<file path="config.mk">
export PLATFORM = sky130hd
export DESIGN_NAME = cpu_sequencer
export DESIGN_NICKNAME = d
export VERILOG_FILES = /design/src/rtl/cpu_sequencer.sv
export SDC_FILE = /design/constraint.sdc
export NUM_CORES = 1
export LEC_CHECK = 0
export CAP_MARGIN = 20
export CORE_MARGIN = 2
export CORE_UTILIZATION = 45
export DETAILED_ROUTE_END_ITERATION = 8
export GPL_TIMING_DRIVEN = 0
export PLACE_DENSITY = 0.84
export SYNTH_ARGS = -nofsm -noshare
export SYNTH_HDL_FRONTEND = slang
export SYNTH_SLANG_ARGS = --single-unit
</file>
<file path="constraint.sdc">
create_clock -name clk -period 4.82 [get_ports clk]
set_clock_uncertainty 0.15 [all_clocks]
set_input_delay 0.482 -clock clk [delete_from_list [all_inputs] [get_ports clk]]
set_output_delay 0.482 -clock clk [all_outputs]
set_load 0.005 [all_outputs]
</file>
<file path="src/rtl/cpu_sequencer.sv">
// ---------------------------------------------------------------------------
// cpu_sequencer
//
// Multi-cycle control sequencer for the CPU datapath. It walks each
// instruction through FETCH -> DECODE -> EXEC -> (MEM) -> (WB) and emits
// one-cycle stage enables for the datapath. It also provides:
//   - req/ack handshakes to instruction and data memory
//   - run/halt control
//   - a wait-state watchdog
//   - an instruction retire counter
//
// Parameters
//   PC_W     program counter / branch target width
//   TIMEOUT  maximum cycles spent waiting for imem_ack / dmem_ack before the
//            sequencer enters ERROR; 0 disables the watchdog
//   CNT_W    width of instr_count
//
// Ports
//   clk            clock, rising edge
//   rst_n          asynchronous active-low reset
//   run            start from IDLE / resume from HALT (level)
//   halt_req       stop at the next instruction boundary
//   imem_req       instruction fetch request (whole FETCH state)
//   imem_ack       instruction valid this cycle
//   ir_load        latch instruction register (FETCH with ack)
//   pc             fetch address
//   decode_en      latch decoder outputs
//   opcode         registered opcode (0 LOAD, 1 STORE, 2-7 ALU)
//   alu_en         latch ALU result
//   branch_taken   ALU change-pc flag, valid in EXEC
//   branch_target  target address, valid in EXEC
//   dmem_req       data memory request (whole MEM state)
//   dmem_we        data memory write qualifier (STORE in MEM)
//   dmem_ack       data memory transfer complete
//   rf_we          register file write enable
//   busy           high in FETCH/DECODE/EXEC/MEM/WB
//   halted         high in HALT
//   err            sticky watchdog error (cleared only by reset)
//   instr_count    retired instruction count (wraps)
// ---------------------------------------------------------------------------
module cpu_sequencer #(
  parameter int PC_W    = 8,
  parameter int TIMEOUT = 64,
  parameter int CNT_W   = 16
) (
  input  logic             clk,
  input  logic             rst_n,
  input  logic             run,
  input  logic             halt_req,
  output logic             imem_req,
  input  logic             imem_ack,
  output logic             ir_load,
  output logic [PC_W-1:0]  pc,
  output logic             decode_en,
  input  logic [2:0]       opcode,
  output logic             alu_en,
  input  logic             branch_taken,
  input  logic [PC_W-1:0]  branch_target,
  output logic             dmem_req,
  output logic             dmem_we,
  input  logic             dmem_ack,
  output logic             rf_we,
  output logic             busy,
  output logic             halted,
  output logic             err,
  output logic [CNT_W-1:0] instr_count
);

  typedef enum logic [2:0] {
    S_IDLE,
    S_FETCH,
    S_DECODE,
    S_EXEC,
    S_MEM,
    S_WB,
    S_HALT,
    S_ERROR
  } state_t;

  localparam logic [2:0] OP_LOAD  = 3'd0;
  localparam logic [2:0] OP_STORE = 3'd1;

  // Wide enough to hold TIMEOUT-1; a disabled watchdog keeps one idle bit.
  localparam int WD_W = $clog2(TIMEOUT + 2);
  localparam bit WD_ON = (TIMEOUT != 0);

  state_t          state;
  state_t          state_nx;
  logic [WD_W-1:0] wd_cnt;
  logic            halt_pend;
  logic            retire;
  logic            wd_wait;
  logic            wd_expire;

  // The waiting cycle that would bring the count to TIMEOUT is the last one
  // allowed; an ack arriving in that same cycle still wins.
  assign wd_expire = WD_ON && (wd_cnt == WD_W'(TIMEOUT - 1));

  assign busy   = (state == S_FETCH) || (state == S_DECODE) || (state == S_EXEC) ||
                  (state == S_MEM)   || (state == S_WB);
  assign halted = (state == S_HALT);
  // ERROR is only left through reset, so the state itself is the sticky flag.
  assign err    = (state == S_ERROR);

  always_comb begin
    state_nx  = state;
    imem_req  = 1'b0;
    ir_load   = 1'b0;
    decode_en = 1'b0;
    alu_en    = 1'b0;
    dmem_req  = 1'b0;
    dmem_we   = 1'b0;
    rf_we     = 1'b0;
    retire    = 1'b0;
    wd_wait   = 1'b0;

    case (state)
      S_IDLE: begin
        if (run) state_nx = S_FETCH;
      end

      S_FETCH: begin
        imem_req = 1'b1;
        if (imem_ack) begin
          ir_load  = 1'b1;
          state_nx = S_DECODE;
        end else begin
          wd_wait = 1'b1;
          if (wd_expire) state_nx = S_ERROR;
        end
      end

      S_DECODE: begin
        decode_en = 1'b1;
        state_nx  = S_EXEC;
      end

      S_EXEC: begin
        alu_en = 1'b1;
        if (branch_taken) begin
          // Taken branches skip WB and retire straight from EXEC.
          retire = 1'b1;
        end else if ((opcode == OP_LOAD) || (opcode == OP_STORE)) begin
          state_nx = S_MEM;
        end else begin
          state_nx = S_WB;
        end
      end

      S_MEM: begin
        dmem_req = 1'b1;
        dmem_we  = (opcode == OP_STORE);
        if (dmem_ack) begin
          if (opcode == OP_STORE) retire = 1'b1;
          else                    state_nx = S_WB;
        end else begin
          wd_wait = 1'b1;
          if (wd_expire) state_nx = S_ERROR;
        end
      end

      S_WB: begin
        rf_we  = 1'b1;
        retire = 1'b1;
      end

      S_HALT: begin
        // run wins over a simultaneous halt_req.
        if (run) state_nx = S_FETCH;
      end

      S_ERROR: begin
        state_nx = S_ERROR;
      end

      default: begin
        state_nx = S_IDLE;
      end
    endcase

    // Instruction boundary: either return to FETCH or honour a halt request
    // that arrived at any point during this instruction.
    if (retire) state_nx = (halt_req || halt_pend) ? S_HALT : S_FETCH;
  end

  always_ff @(posedge clk or negedge rst_n) begin
    if (!rst_n) begin
      state       <= S_IDLE;
      pc          <= '0;
      instr_count <= '0;
      wd_cnt      <= '0;
      halt_pend   <= 1'b0;
    end else begin
      state <= state_nx;

      // Branch target in EXEC overrides the increment done at fetch.
      if ((state == S_EXEC) && branch_taken) pc <= branch_target;
      else if (ir_load)                       pc <= pc + PC_W'(1);

      if (retire) instr_count <= instr_count + CNT_W'(1);

      // Every exit from FETCH/MEM happens on an ack (or into ERROR), so
      // clearing whenever not waiting also clears on each new entry.
      if (wd_wait && WD_ON) wd_cnt <= wd_cnt + WD_W'(1);
      else                  wd_cnt <= '0;

      // halt_req is remembered while an instruction is in flight and acted
      // on at retirement; outside busy states it is ignored.
      if (state_nx == S_HALT)     halt_pend <= 1'b0;
      else if (busy && halt_req)  halt_pend <= 1'b1;
    end
  end

endmodule

</file>
==> flow_metrics.py <==
metrics = {
    "sta": {
        "setup_tns_ps": 0,
        "period_share": 0.5550,
        "finalHoldViolCount": 0,
        "worst_pin_slew_ps": 781.8,
        "finalCriticalPeriod_ps": 2675,
        "slew_viol_final": 0,
        "fin_ws_ps": 2145,
        "rsz0062_at_grt": "no",
        "fmax_mhz": 373.8,
        "slew_headroom": 0.4788,
        "setup_viol": 0,
        "hold_ws_ps": 122.5,
    },
    "floorplan": {
        "die_x_um": 71.61,
        "ios": 52,
        "die-height_um": 71.61,
        "fp.dieArea_sq_mm": 0.005128,
        "core_area_sq_mm": 0.004384,
        "num_rows": 24,
        "initial_core_util": 0.4692,
    },
    "yosys": {
        "ys.warnings.count": 0,
        "ys_ff_latch": 35,
        "synth_edf_count": 0,
        "synth_compound_area_frac": 0.1496,
        "synth_fa_ha_area_frac": 0.01825,
        "synth_xor_area_frac": 0.1064,
        "synthMuxAreaShare": 0.01582,
        "synth_top_area_frac": 0.4258,
        "synth_area_sq_mm": 0.002057,
        "ys_seq_area_frac": 0.4258,
        "synth_cell_types": 49,
        "synthesis.nets": 225,
        "async_flop_share": 1.000,
        "yosys.area_share.simple": 0.2524,
        "yosys-top-cells-count": "35 x dfrtp_1, 20 x xor2_1, 14 x nand2_1, 13 x nand3_1, 12 x nor2_1",
        "postSynthCellCount": 204,
        "synth.largest_area_cell": "dfrtp_1",
        "synth.most_common_cell": "dfrtp_1",
        "synthTopCellsByArea": "dfrtp_1 43%, xor2_1 8.5%, a2111oi_2 3.6%, nand3_1 3.2%, nand4_1 2.7%",
        "syn_avg_cell_area_sq_um": 10.08,
        "ys.flop_type": "dfrtp_1",
        "synth_top_family_by_area": "simple AND/OR/NAND/NOR gates",
    },
    "pwr": {
        "swShare": 0.3978,
        "switchingPower_w": 0.0006029,
        "internal_power_w": 0.0009127,
        "pwr-share-comb": 0.510,
        "ir_drop_mv": 0.3016,
        "cellLeakagePower_nw": 1.066,
        "seq_power_share": 0.357,
        "powerDensity_mw_per_mm2": 559.5,
        "pwr-share-clk": 0.133,
    },
    "final_layout": {
        "area_growth_pct": 31.69,
        "diodes": 0,
        "finalNetCount": 283,
        "post-route-cell-area_sq_mm": 0.002709,
        "final.fill_count": 379,
        "layout-drive-gt1-share": 0.09506,
    },
    "setup_path": {
        "start_kind": "register",
        "worstPathMaxFanout": 10,
        "path_class": "register to output port",
        "required_ps": 4190,
        "cp.arrival_ps": 2040,
        "crit_path_end_kind": "output port",
        "timing.rr.end": "halt_pend",
        "rrSetupSlack_ps": 2810,
        "reg2reg_depth": 5,
        "r2r-start": "state[1]",
    },
    "global_route": {
        "grt_first_pass_wirelength_mm": 7.769,
        "grt_util_all_layers": 0.1922,
        "gr-total-overflow": 0,
        "antenna_found_initial": 0,
        "grt_pass1_vias": 1643,
        "grt_max_degree": 36,
    },
    "clock_network": {
        "cts-root-buf": "clkbuf_8",
        "clk_pin_slew_ps": 70,
        "cts_hold_buf": 0,
        "cts_buffers": 5,
        "cts_tree": "done",
        "cts_max_level": 2,
        "worstSkewPairLatency_ps": 280,
        "cts.path.max_buffers": 2,
        "postCtsSetupBuffers": 0,
        "cts_sinks": 35,
        "post_cts_resized": 0,
    },
    "route": {
        "vias": 1774,
        "drt_iter0_drc": 163,
        "ant_nets": 0,
        "routed_via_density": 5.632,
        "drc": 0,
        "drt_wl_total_mm": 4.746,
        "wire_per_inst_um": 15.07,
        "drtPass1Iterations": 4,
    },
    "place": {
        "routabilityCongestion": 0.8358,
        "dp_hpwl_mm": 3.327,
        "place_area_sq_mm": 0.002628,
        "place_ws_ps": 2158,
        "io_buffers": 51,
    },
    "min_path": {
        "hold_class": "input pin to asynchronous set/reset pin",
    },
    "run_status": {
        "status": "complete, no violations",
    },
    "job": {
        "drv_cap": 0,
    },
}
## placed cells by master (no fill, tap or decap), drive strengths merged, types with 4 or more instances in the layout
cell type      instances
nand3                 13
and2                   4
a2111oi                5
buf                    6
nor2                  12
clkbuf                11
clkdlybuf4s50         50
nand2                 14
xor2                  20
o21ai                  8
dfrtp                 35
nand4                  9
and3                   7
a21oi                 10
xnor2                  5
inv                    5
## power by group through the flow
stage / Combinational [W] / Clock [W] / Sequential, W
after global placement: 0.000747 / 0 / 0.000539
after floorplan: 0.000421 / 0 / 0.000521
after CTS: 0.000774 / 0.000209 / 0.000539
after global routing: 0.000843 / 0.000222 / 0.000561
final: 0.000773 / 0.000202 / 0.000541
after detailed placement: 0.000766 / 0 / 0.000542
## kinds of logic after synthesis
group | count (synthesis)
buffers and inverters | 14
flip-flops | 35
multiplexers | 3
AO/OA/AOI/OAI | 40
adder cells (fa/ha/maj) | 3
AND/OR/NAND/NOR | 84
XOR/XNOR | 25
## per-layer routing
metal  vias up  GRT usage  part of all wire
li1        860          -                 -
met1       839     0.2677              0.45
met2        71     0.2912              0.46
met3         4    0.05485             0.084
met4         0    0.06080            0.0046
met5         -          0                 0
## flip-flops by register name (all words and copies together) (netlist names)
register / cells
halt_pend: 1
instr_count: 16
pc: 8
wd_cnt: 7
state: 3
## final cells by class
cell class                      count  area, sq um  area share
Clock buffer                        7        76.32     0.02818
Tap cell                           52        65.06     0.02402
Buffer                              9        46.29     0.01709
Timing Repair Buffer               51        505.5      0.1866
Sequential cell                    35        875.8      0.3233
Inverter                            5        18.77    0.006928
Clock inverter                      1        5.005    0.001848
Multi-Input combinational cell    155         1116      0.4120
## critical path, cell delays in order, from the launching register on
cell             delay, ps
dfrtp_1                350
buf_2                  220
clkbuf_1               340
nor3_1                  90
a21oi_1                220
clkdlybuf4s50_1        550
## how the worst max path moves through the flow
stage | startpoint | to | cells past startpoint | slack (ps)
final | state[1] | busy | 5 | 2150
after detailed placement | imem_ack | ir_load | 4 | 2160
after CTS | imem_ack | ir_load | 4 | 2160
after floorplan | imem_ack | halt_pend | 4 | 3010
after global routing | state[1] | busy | 5 | 1970
after global placement | imem_ack | ir_load | 4 | 2170
## stage by stage
| stage | util | std cells | power, W |
|---|---|---|---|
| global route | 0.6179 | 315 | 0.001627 |
| floorplan | - | 204 | 0.0009428 |
| finish | 0.6179 | 315 | 0.001516 |
| global placement | 0.6005 | 307 | 0.001286 |
| detailed placement | 0.5993 | 307 | 0.001308 |
| CTS | 0.6179 | 315 | 0.001522 |
Note: power is estimated with default switching activity, not from simulation.
